### src/rtl/program_loader.sv
// Boot-time instruction loader: streams 32-bit words into instruction memory from
// address 0, holds the core in reset while loading and releases it after a fixed delay.
module program_loader #(
    parameter int ADDR_W         = 10,
    parameter int MAX_WORDS      = 1024,
    parameter int RELEASE_CYCLES = 4
) (
    input  logic              clk,
    input  logic              rst,
    input  logic              start,
    input  logic              in_valid,
    input  logic [31:0]       in_data,
    input  logic              in_last,
    output logic              in_ready,
    output logic              imem_we,
    output logic [ADDR_W-1:0] imem_addr,
    output logic [31:0]       imem_wdata,
    output logic              cpu_rst,
    output logic              busy,
    output logic              done,
    output logic              error,
    output logic [ADDR_W:0]   word_count,
    output logic [31:0]       checksum
);

    localparam int CNT_W = ADDR_W + 1;
    localparam int REL_W = (RELEASE_CYCLES > 1) ? $clog2(RELEASE_CYCLES) : 1;
    localparam logic [CNT_W-1:0] MAX_CNT  = CNT_W'(MAX_WORDS);
    localparam logic [REL_W-1:0] REL_LAST = REL_W'(RELEASE_CYCLES - 1);

    typedef enum logic [2:0] {
        S_IDLE,
        S_LOAD,
        S_DRAIN,
        S_RELEASE,
        S_RUN,
        S_ERROR
    } state_t;

    state_t             state_q, state_d;
    logic [CNT_W-1:0]   word_count_q, word_count_d;
    logic [31:0]        checksum_q, checksum_d;
    logic [REL_W-1:0]   rel_cnt_q, rel_cnt_d;
    logic               imem_we_q, imem_we_d;
    logic [ADDR_W-1:0]  imem_addr_q, imem_addr_d;
    logic [31:0]        imem_wdata_q, imem_wdata_d;
    logic               cpu_rst_q, cpu_rst_d;
    logic               busy_q, busy_d;
    logic               done_q, done_d;
    logic               error_q, error_d;
    logic               accept;

    assign in_ready = (state_q == S_LOAD) && (word_count_q < MAX_CNT);
    assign accept   = in_valid && in_ready;

    always_comb begin
        state_d      = state_q;
        word_count_d = word_count_q;
        checksum_d   = checksum_q;
        rel_cnt_d    = rel_cnt_q;
        imem_we_d    = 1'b0;
        imem_addr_d  = imem_addr_q;
        imem_wdata_d = imem_wdata_q;

        case (state_q)
            S_IDLE: begin
                if (start) begin
                    state_d      = S_LOAD;
                    word_count_d = '0;
                    checksum_d   = '0;
                end
            end
            S_LOAD: begin
                if (accept) begin
                    imem_we_d    = 1'b1;
                    imem_addr_d  = word_count_q[ADDR_W-1:0];
                    imem_wdata_d = in_data;
                    word_count_d = word_count_q + CNT_W'(1);
                    checksum_d   = checksum_q + in_data;
                    if (in_last) begin
                        state_d = S_DRAIN;
                    end
                end else if (in_valid && (word_count_q == MAX_CNT)) begin
                    state_d = S_ERROR;
                end
            end
            S_DRAIN: begin
                state_d   = S_RELEASE;
                rel_cnt_d = '0;
            end
            S_RELEASE: begin
                if (rel_cnt_q == REL_LAST) begin
                    state_d = S_RUN;
                end else begin
                    rel_cnt_d = rel_cnt_q + REL_W'(1);
                end
            end
            S_RUN, S_ERROR: begin
                state_d = state_q;
            end
            default: begin
                state_d = S_IDLE;
            end
        endcase

        // A restart overrides any progress; the DRAIN write is already on the bus this cycle.
        if (start && (state_q != S_LOAD) && (state_q != S_IDLE)) begin
            state_d      = S_LOAD;
            word_count_d = '0;
            checksum_d   = '0;
        end

        cpu_rst_d = (state_d != S_RUN);
        busy_d    = (state_d == S_LOAD) || (state_d == S_DRAIN) || (state_d == S_RELEASE);
        done_d    = (state_d == S_RUN);
        error_d   = (state_d == S_ERROR);
    end

    always_ff @(posedge clk or negedge rst) begin
        if (!rst) begin
            state_q      <= S_IDLE;
            word_count_q <= '0;
            checksum_q   <= '0;
            rel_cnt_q    <= '0;
            imem_we_q    <= 1'b0;
            imem_addr_q  <= '0;
            imem_wdata_q <= '0;
            cpu_rst_q    <= 1'b1;
            busy_q       <= 1'b0;
            done_q       <= 1'b0;
            error_q      <= 1'b0;
        end else begin
            state_q      <= state_d;
            word_count_q <= word_count_d;
            checksum_q   <= checksum_d;
            rel_cnt_q    <= rel_cnt_d;
            imem_we_q    <= imem_we_d;
            imem_addr_q  <= imem_addr_d;
            imem_wdata_q <= imem_wdata_d;
            cpu_rst_q    <= cpu_rst_d;
            busy_q       <= busy_d;
            done_q       <= done_d;
            error_q      <= error_d;
        end
    end

    assign imem_we    = imem_we_q;
    assign imem_addr  = imem_addr_q;
    assign imem_wdata = imem_wdata_q;
    assign cpu_rst    = cpu_rst_q;
    assign busy       = busy_q;
    assign done       = done_q;
    assign error      = error_q;
    assign word_count = word_count_q;
    assign checksum   = checksum_q;

endmodule

### config.mk
export PLATFORM = sky130hd
export DESIGN_NAME = program_loader
export DESIGN_NICKNAME = d
export VERILOG_FILES = /design/src/rtl/program_loader.sv
export SDC_FILE = /design/constraint.sdc
export NUM_CORES = 1
export LEC_CHECK = 0
export CORE_MARGIN = 2
export CORE_UTILIZATION = 25
export CTS_CLUSTER_SIZE = 25
export DETAILED_ROUTE_END_ITERATION = 10
export PLACE_DENSITY = 0.44
export SYNTH_ARGS = -nofsm -noshare
export SYNTH_HDL_FRONTEND = slang
export SYNTH_SLANG_ARGS = --single-unit
### constraint.sdc
create_clock -name clk -period 3.6 [get_ports clk]
set_clock_uncertainty 0.2 [all_clocks]
set_input_delay 0.54 -clock clk [delete_from_list [all_inputs] [get_ports clk]]
set_output_delay 0.54 -clock clk [all_outputs]
set_load 0.02 [all_outputs]
==> run metrics, run 1 <==
Syn. warnings 0; # fillers 2099; per-cell via count in the routed design 4.65; Nets roughly 820; Critical Path Slowest Stage Cell a2111oi_2; top achievable clock speed just under 0.3 GHz; met3 usage 2.64%; CP required 3610 ps; overall overflow remaining after global route 0; drt first-iter violations around 220; slew at the pin with the worst max-slew slack 600 ps; reg2reg path depth 11; critical path data arrival time 3380 ps; first-pass GRT wire length 24.4 mm; share of synthesized area spent on multiplexers 0.192%; number of levels the H-tree was split into 3; cell count after synthesis 594; overall power ~0.0062 W; number of global-route vias before repair about 4700; Net Count, Synth 666; clock transition at the registers of the reported paths ~70 ps; standard cell core area 20400 sq um; count of hold buffers inserted by post-cts repair 1; Final Slew Violations 0; library cells used by synthesis 49; beginning of the critical path in_data[1]; half-perimeter wire length after detailed placement around 11 mm; number of setup buffers added after CTS 0; sequential cell area ~2400 sq um; via count approximately 4700; Detail Route Antenna Nets 0; Netlist Area Pre-Place approximately 5200 sq um; share of synthesized cell area in full adder, half adder and majority cells 8.54%; I/O pin count between 100 and 150; wire length per cell 14.7 um; period utilization approximately 93%; total detailed-routing wirelength 15.0 mm; Seq pwr share between 20 and 30%; Pwr per Cell Area between 800 and 900 nW/um^2; number of buffers and inverters on the critical path 2; combinational power share 54.8%; power share of the clock group 17.1%; sequential fraction of the synthesis area ~46%; CP Max Fanout 2; combinational family with the most area after synthesis simple AND/OR/NAND/NOR gates; per-instance average area after synthesis roughly 8.8 sq um; Period minus WS final about 3400 ps; setup slack of the worst register-to-register path approximately 420 ps; clock sink total 95; P_int approximately 0.0036 W; GR Util All Layers 13.9%; endpoint of the worst-slack reg-to-reg timing path checksum[25]; WP depth 12; max-cap violations 0; worst hold path class reg2reg; final hold violations 0; simple logic cell fraction of the synthesized area about a fifth; compound-cell area share of the yosys netlist around 17%; maximum number of pins on one net before global-route repair 59; CTS resizes 0; latest clock arrival within the worst-skew pair 350 ps; parity-gate share of the synthesized area counting xor and xnor cells under 10%; count of final setup violators 0; fraction of layout cells with a size suffix above 1 8.56%; area occupied by multi-input gates 2700 sq um; CTS buffer count 9; RR Startpoint checksum[1]; critical path endpoint category register; run status finished clean; router iterations before antenna repair 5; number of storage elements in the synthesis netlist 95; root buffer cell clkbuf_16; unrepaired setup endpoints after global routing false; Initial Utilization 25.6%; number of antenna repair diodes 0; vertical die dimension approximately 150 um; met1 Usage GRT about a fifth; crit path capture checksum[25]; highest cell delay on the worst timing path about 540 ps; TritonCTS clock tree yes; Final Wtd Congestion 0.815; number of antenna violations at the first check in global routing 0; Area Overhead vs Synth 40.6%; crit-path leading delay family compound AO/OA/AOI/OAI gates; ys flop type dfrtp_1; final cell count without fillers a little over 1000; kind of launch point of the worst setup path primary input; total DRC errors in the routed layout 0; fraction of power spent switching nets ~42%; area enclosed by the die boundary about 22000 sq um; Clock Tree Buf Depth 2; async set or reset register ratio after synthesis between 90% and 100%; VDD IR-drop max approximately 280 uV; global-route track usage on met2 a little over a fifth; IO buf count about 130; row count 52; placed insts ~1000; leakage power total about 3.4 nW; number of flops mapped to enable cells by yosys 0; Net Sw Power around 0.0026 W; classification of the worst setup path in2reg; horizontal die dimension about 150 um; worst slew margin relative to its limit between 60% and 70%; highest-utilization routing layer at the global route stage met2; Critical Path, Cell by Cell clkdlybuf4s50_1, ha_1, a21o_1, nand4_1, a2111oi_2, o2111ai_1, and2_4, o21a_4, buf_4, o31ai_1, xnor2_1, o21ai_0
==> worst min-delay path, cell delays in order, from the launching register on <==
cell and delay, ps:
dfrtp_1 340, nand2_1 50, nand2_1 50
==> flip-flops by register name (all words and copies together) (netlist names) <==
name and flops:
checksum 32, imem_wdata 32, word_count 11, imem_addr 10, state_q 3, rel_cnt_q 2
busy 1, cpu_rst 1, done 1, error 1, imem_we 1
==> per-stage QoR <==
| step | worst slack [ps] | hold WS, ps | cell area (sq um) | TNS [ps] | utilization, % |
|---|---|---|---|---|---|
| floorplan | 464 | 44.4 | 5220 | 0 | - |
| global placement | -125 | 259 | 7000 | -545 | 34.4 |
| detailed placement | -140 | 261 | 7000 | -655 | 34.4 |
| global route | 44.4 | 305 | 7330 | 0 | 36.0 |
| CTS | 232 | 277 | 7330 | 0 | 36.0 |
| finish | 236 | 273 | 7330 | 0 | 36.0 |
==> how the worst min path moves through the flow <==
stage	startpoint	end	slack, ps	cells past startpoint
after global routing	imem_wdata[15]	imem_wdata[15]	300	2
after floorplan	rst	busy	40	0
after global placement	imem_wdata[2]	imem_wdata[2]	260	2
after detailed placement	imem_wdata[14]	imem_wdata[14]	260	2
after CTS	imem_wdata[14]	imem_wdata[14]	280	2
final	imem_wdata[0]	imem_wdata[0]	270	2
==> cell type report <==
class / instances / area share (%)
multi-input cells: 461 / 36.8
flip-flops and latches: 95 / 32.4
repair buffers: 162 / 21.1
well taps: 270 / 4.61
clock buffers: 10 / 3.12
clock inverters: 6 / 1.25
inverters: 14 / 0.717
==> power groups by stage <==
stage | registers (W) | clock network, W | logic (W)
final | 0.00174 | 0.00106 | 0.00340
after global routing | 0.00181 | 0.00114 | 0.00375
after CTS | 0.00175 | 0.00110 | 0.00345
after detailed placement | 0.00177 | 0 | 0.00343
after global placement | 0.00176 | 0 | 0.00344
after floorplan | 0.00217 | 0 | 0.00155
==> kinds of logic after synthesis <==
logic type | count (synthesis)
XOR/XNOR | 29
AND/OR/NAND/NOR | 252
AO/OA/AOI/OAI | 144
adder cells (fa/ha/maj) | 35
flip-flops | 95
multiplexers | 1
buffers and inverters | 38
==> layout by cell type, fill, tap and decap left out, drive strengths merged, types with 6 or more instances in the layout <==
cell / Yosys / routed
dfrtp: 94 / 94
xor2: 14 / 14
clkdlybuf4s50: 0 / 126
inv: 14 / 16
nand4: 9 / 9
a21o: 16 / 16
nand3: 45 / 45
ha: 34 / 34
xnor2: 15 / 15
buf: 6 / 35
o21ai: 54 / 54
nand2: 160 / 160
clkbuf: 18 / 10
nor2: 20 / 20
o31ai: 6 / 6
a31oi: 7 / 7
a21oi: 32 / 32
==> cell usage after synthesis (all sizes together), types with 2 or more instances <==
| library cell | count | share of area (%) |
|---|---|---|
| o31ai | 6 | 0.86 |
| nor3b | 2 | 0.29 |
| a21o | 16 | 2.3 |
| dfrtp | 94 | 45 |
| nand4 | 9 | 1.1 |
| o41ai | 2 | 0.48 |
| a21boi | 3 | 0.43 |
| xor2 | 14 | 2.4 |
| o21a | 5 | 0.86 |
| a21oi | 32 | 3.1 |
| nor2 | 20 | 1.4 |
| buf | 6 | 0.46 |
| xnor2 | 15 | 2.5 |
| inv | 14 | 1.0 |
| and2 | 2 | 0.29 |
| and3 | 5 | 0.62 |
| nand3 | 45 | 4.3 |
| or2 | 3 | 0.36 |
| o21bai | 5 | 0.72 |
| a211oi | 2 | 0.29 |
| clkbuf | 18 | 1.3 |
| ha | 34 | 8.2 |
| nand2 | 160 | 12 |
| o211ai | 4 | 0.58 |
| o21ai | 54 | 5.2 |
| a31oi | 7 | 0.84 |
==> routing by layer <==
metal	routed length, um	vias up
li1	-	2368
met4	197	0
met3	704	10
met2	6900	115
met5	0	-
met1	7160	2237
Power figures use the tool's default switching activity.
==> inputs of run 2 (changes only) <==
--- a/config.mk
+++ b/config.mk
@@ -7,6 +7,7 @@
 export LEC_CHECK = 0
 export CORE_MARGIN = 2
 export CORE_UTILIZATION = 25
+export CTS_BUF_LIST = sky130_fd_sc_hd__clkbuf_2 sky130_fd_sc_hd__clkbuf_4 sky130_fd_sc_hd__clkbuf_8
 export CTS_CLUSTER_SIZE = 25
 export DETAILED_ROUTE_END_ITERATION = 10
 export PLACE_DENSITY = 0.44
==> run 2 against run 1 <==
Effect of this change: fmax up 1.4%; register-to-register slack about the same; combinational power about the same; global-route usage about the same; critical path depth unchanged; first-iteration DRC count up 2.8%; via count about the same; die area unchanged; critical endpoint unchanged; final cell count unchanged; critical path type unchanged; setup slack better by 46 ps; sequential power about the same; design area down 1.3%.
==> run metrics, run 2 (synthesis results as in run 1) <==
IO buf count 127; horizontal die dimension about 150 um; number of levels the H-tree was split into 3; wire length per cell 14.7 um; Final Wtd Congestion about 0.82; Critical Path, Cell by Cell clkdlybuf4s50_1, ha_1, a21o_1, nand4_1, a2111oi_2, o2111ai_1, and2_4, o21a_4, buf_4, o31ai_1, xnor2_1, o21ai_0; latest clock arrival within the worst-skew pair between 300 and 400 ps; max-cap violations 0; vertical die dimension between 100 and 150 um; highest cell delay on the worst timing path ~540 ps; clock transition at the registers of the reported paths ~110 ps; leading cell type in the layout, fill and taps excluded nand2_1; count of final setup violators 0; I/O pin count roughly 130; worst slew margin relative to its limit about three fifths; CTS buffer count 9; unrepaired setup endpoints after global routing false; number of antenna violations at the first check in global routing 0; worst hold path class reg2reg; overall overflow remaining after global route 0; crit-path leading delay family compound AO/OA/AOI/OAI gates; Detail Route Antenna Nets 0; fraction of layout cells with a size suffix above 1 8.69%; total detailed-routing wirelength between 10 and 15 mm; power share of the clock group a little over an eighth; first-pass GRT wire length about 24 mm; total DRC errors in the routed layout 0; Placed Instance Area about 7000 sq um; CP Max Fanout 2; VDD IR-drop max about 280 uV; via count 4726; Seq pwr share 29.2%; drt first-iter violations 223; Pwr per Cell Area roughly 830 nW/um^2; slew at the pin with the worst max-slew slack 591 ps; router iterations before antenna repair 5; number of buffers and inverters on the critical path 2; per-cell via count in the routed design 4.64; P_int ~0.0034 W; area enclosed by the die boundary ~22000 sq um; fraction of power spent switching nets roughly 43%; Initial Utilization between 20% and 30%; Clock Tree Buf Depth 2; row count between 50 and 60; Area Overhead vs Synth 38.7%; standard cell core area between 20000 and 25000 sq um; GR Util All Layers between 10% and 20%; cell area after layout 7230 sq um; top achievable clock speed roughly 0.3 GHz; RR Startpoint checksum[1]; root buffer cell clkbuf_8; number of antenna repair diodes 0; TritonCTS clock tree yes; classification of the worst setup path in2reg; clock sink total 95; maximum number of pins on one net before global-route repair 59; number of global-route vias before repair about 4700; Nets around 800; Critical Path Slowest Stage Cell a2111oi_2; period utilization between 90% and 100%; number of setup buffers added after CTS 0; run status finished clean; CP required about 3700 ps; critical path data arrival time ~3400 ps; half-perimeter wire length after detailed placement between 10 and 15 mm; Final Slew Violations 0; Net Sw Power 0.00255 W; Period minus WS final between 3000 and 4000 ps; commonest cells after routing, fill and taps aside nand2_1, clkdlybuf4s50_1, dfrtp_1; combinational power share between 50% and 60%; # fillers 2104; critical path endpoint category register; beginning of the critical path in_data[1]; final hold violations 0; kind of launch point of the worst setup path primary input; total negative slack 0 ps; leakage power total 3.38 nW; start point of the worst min-delay path imem_wdata[14]
==> run 2: worst paths after layout <==
path,cells past startpoint,slack [ps],endpoint
min in group asynchronous,2,480,busy
max in group asynchronous,3,2000,checksum[19]
hold reg to reg,2,280,imem_wdata[14]
setup / recovery,12,280,checksum[25]
setup reg to reg,11,420,checksum[25]
hold / removal,2,280,imem_wdata[14]
==> run 2: metrics by stage <==
stage          cells  setup WS (ps)  total power, W  util (%)  hold slack, ps
6_report        1018            283         0.00597      35.5             280
5_1_grt         1018           88.9         0.00646      35.5             312
4_1_cts         1018            288         0.00607      35.5             284
3_5_place_dp    1001           -140         0.00519      34.4             261
3_3_place_gp    1001           -125         0.00519      34.4             259
2_1_floorplan    594            464         0.00372         -            44.4
==> run 2: power by group through the flow <==
stage               Clock (W)  Combinational, W  Sequential (W)
CTS                  0.000865           0.00345         0.00175
detailed placement          0           0.00343         0.00177
floorplan                   0           0.00155         0.00217
global route         0.000899           0.00375         0.00181
global placement            0           0.00344         0.00176
finish               0.000819           0.00341         0.00174
==> run 2: area by class of cell <==
cell class                      count  area (sq um)  share of cell area, %
Multi-Input combinational cell    461          2700                   37.3
Sequential cell                    95          2380                   32.9
Timing Repair Buffer              162          1550                   21.4
Tap cell                          270           338                   4.67
Clock buffer                       10           131                   1.82
Clock inverter                      6          91.3                   1.26
Inverter                           14          52.6                  0.727
==> run 2: repair_timing <==
item                      4_1_cts  5_1_grt
resized for setup               0        0
hold buffers                    1        0
hold endpoints to repair       40        0
==> run 2: layer usage <==
metal / vias up / GRT usage, % / share of wire, %
li1: 2360 / - / -
met1: 2243 / 19.1 / 48
met2: 112 / 21.9 / 46
met3: 11 / 2.55 / 4.4
met4: 0 / 5.14 / 1.4
met5: - / 0 / 0
==> run 2: worst min-delay path, delay by kind of cell, from the launching register on <==
family	cells	cell delay, ps
simple gates	2	110
flops	1	350
==> inputs of run 3 (changes only) <==
--- a/config.mk
+++ b/config.mk
@@ -8,9 +8,11 @@
 export CORE_MARGIN = 2
 export CORE_UTILIZATION = 25
 export CTS_BUF_LIST = sky130_fd_sc_hd__clkbuf_2 sky130_fd_sc_hd__clkbuf_4 sky130_fd_sc_hd__clkbuf_8
+export CTS_CLUSTER_DIAMETER = 120
 export CTS_CLUSTER_SIZE = 25
 export DETAILED_ROUTE_END_ITERATION = 10
 export PLACE_DENSITY = 0.44
+export SETUP_SLACK_MARGIN = 0.4
 export SYNTH_ARGS = -nofsm -noshare
 export SYNTH_HDL_FRONTEND = slang
 export SYNTH_SLANG_ARGS = --single-unit
==> run 3 against run 2 <==
Effect of this change: global-route usage is 0.072 points higher; via count up 0.57%; critical path depth did not move; die area is the same; critical path type unchanged; count of clock-buffer cells in the layout is the same; power rose by 3.1%; largest cell class unchanged.
==> run metrics, run 3 (synthesis results as in run 1) <==
Final Wtd Congestion about 0.82; Nets roughly 800; critical path data arrival time 3160 ps; overall power just over 0.006 W; smallest setup slack after layout roughly 570 ps; combinational power share between 50 and 60%; reg2reg path depth 11; count of final setup violators 0; Layout Utilization 36.6%; classification of the worst setup path in2reg; setup slack of the worst register-to-register path a little under 600 ps; worst hold path class in2reg; IO buf count 127; Critical Path, Cell by Cell clkdlybuf4s50_1, ha_1, buf_4, and3_1, a311o_1, o2111ai_2, a211oi_2, buf_4, o211ai_1, nand3_1, a21oi_2, mux2i_1; worst hold endpoint imem_wdata[7]; # fillers 2081; CP required roughly 3700 ps; number of global-route vias before repair 4751; critical path endpoint category register; Placed Instance Area between 7000 and 8000 sq um; period utilization a little over four fifths; most common cell type on the critical path buf_4; Seq pwr share ~29%; number of antenna repair diodes 0; cell area after layout 7460 sq um; number of antenna violations at the first check in global routing 0; row count 52; drt first-iter violations about 220; wire length per cell approximately 15 um; vertical die dimension approximately 150 um; GR Util All Layers approximately 14%; power share of the clock group 13.4%; top achievable clock speed 0.330 GHz; half-perimeter wire length after detailed placement 11.0 mm; hold path depth 3; total DRC errors in the routed layout 0; root buffer cell clkbuf_8; worst slew margin relative to its limit around three fifths; run status finished clean; Initial Utilization 25.6%; clock sink total 95; start point of the worst min-delay path in_data[7]; Period minus WS final roughly 3000 ps; highest cell delay on the worst timing path ~440 ps; Clock Tree Buf Depth 2; unrepaired setup endpoints after global routing false; number of buffers and inverters on the critical path 3; max-cap violations 0; fraction of power spent switching nets a little over two fifths; horizontal die dimension ~150 um; final hold violations 0; total negative slack 0 ps; first-pass GRT wire length ~25 mm; VDD IR-drop max roughly 280 uV; number of levels the H-tree was split into 3; Critical Path Slowest Stage Cell clkdlybuf4s50_1; leading cell type in the layout, fill and taps excluded nand2_1; slew at the pin with the worst max-slew slack 593 ps; Final Slew Violations 0; via count ~4800; crit-path leading delay family compound AO/OA/AOI/OAI gates; fraction of layout cells with a size suffix above 1 11.8%; WP depth 12; total detailed-routing wirelength 15.2 mm; overall overflow remaining after global route 0; dpl ws -140 ps; CTS buffer count 9; area enclosed by the die boundary 22000 sq um; kind of launch point of the worst setup path primary input; latest clock arrival within the worst-skew pair a little under 400 ps; Net Sw Power 0.00264 W; clock transition at the registers of the reported paths about 110 ps; router iterations before antenna repair 4; Pwr per Cell Area roughly 820 nW/um^2; RR Startpoint checksum[1]; Detail Route Antenna Nets 0; standard cell core area 20400 sq um; P_int 0.00352 W; TritonCTS clock tree yes; endpoint of the worst-slack reg-to-reg timing path checksum[25]; I/O pin count between 100 and 150; CP Max Fanout 5; leakage power total 3.48 nW; commonest cells after routing, fill and taps aside nand2_1, clkdlybuf4s50_1, dfrtp_1; Area Overhead vs Synth 43.1%; per-cell via count in the routed design between 4 and 5; maximum number of pins on one net before global-route repair 59
-- run 3: per-stage QoR --
step | hold WS (ps) | cells
finish | 249 | 1022
global route | 229 | 1022
CTS | 282 | 1018
detailed placement | 261 | 1001
global placement | 259 | 1001
floorplan | 44.4 | 594
-- run 3: layout make-up --
class                      count  area, sq um  area share [%]
multi-input combinational    461         2880            38.6
timing repair buffer         166         1590            21.3
tap                          270          338            4.53
clock buffer                  10          131            1.76
inverter                      14         52.6           0.704
sequential                    95         2380            31.9
clock inverter                 6         91.3            1.22
-- run 3: how the worst max path moves through the flow --
stage,startpoint,to,slack [ps]
after floorplan,in_data[0],checksum[30],460
after global placement,in_data[1],checksum[29],-120
after detailed placement,in_data[1],checksum[25],-140
after CTS,in_data[3],checksum[29],410
after global routing,checksum[1],checksum[25],360
final,in_data[11],checksum[31],570
-- run 3: timing repair --
item | CTS | global route
buffers inserted | 0 | 4
endpoints found under the setup margin | 6 | 12
gates resized for setup | 8 | 27
pin swaps | 6 | 13
hold buffers | 1 | 0
endpoints found under the hold margin | 40 | 0
-- run 3: worst reg2reg max path, cell delays in order (launching register included) --
cell and delay (ps):
dfrtp_2 440, ha_1 290, a21o_1 130, nand4_1 180, a2111oi_4 460, o2111ai_2 170
and2_4 180, o21a_4 220, buf_4 140, o31ai_2 260, xnor2_1 150, o21ai_0 90
-- run 3: power by group through the flow --
stage / combinational (W) / sequential [W] / clock (W)
2_1_floorplan: 0.00155 / 0.00217 / 0
3_3_place_gp: 0.00344 / 0.00176 / 0
3_5_place_dp: 0.00343 / 0.00177 / 0
4_1_cts: 0.00347 / 0.00175 / 0.000865
5_1_grt: 0.00392 / 0.00182 / 0.000897
6_report: 0.00357 / 0.00176 / 0.000823
-- run 3: metal layers --
layer  GRT usage [%]  up-vias  wire [um]
li1                -     2370          -
met2            22.3      117       7100
met5               0        -          0
met1            19.0     2254       7220
met3            2.55       12        695
met4            5.14        0        229
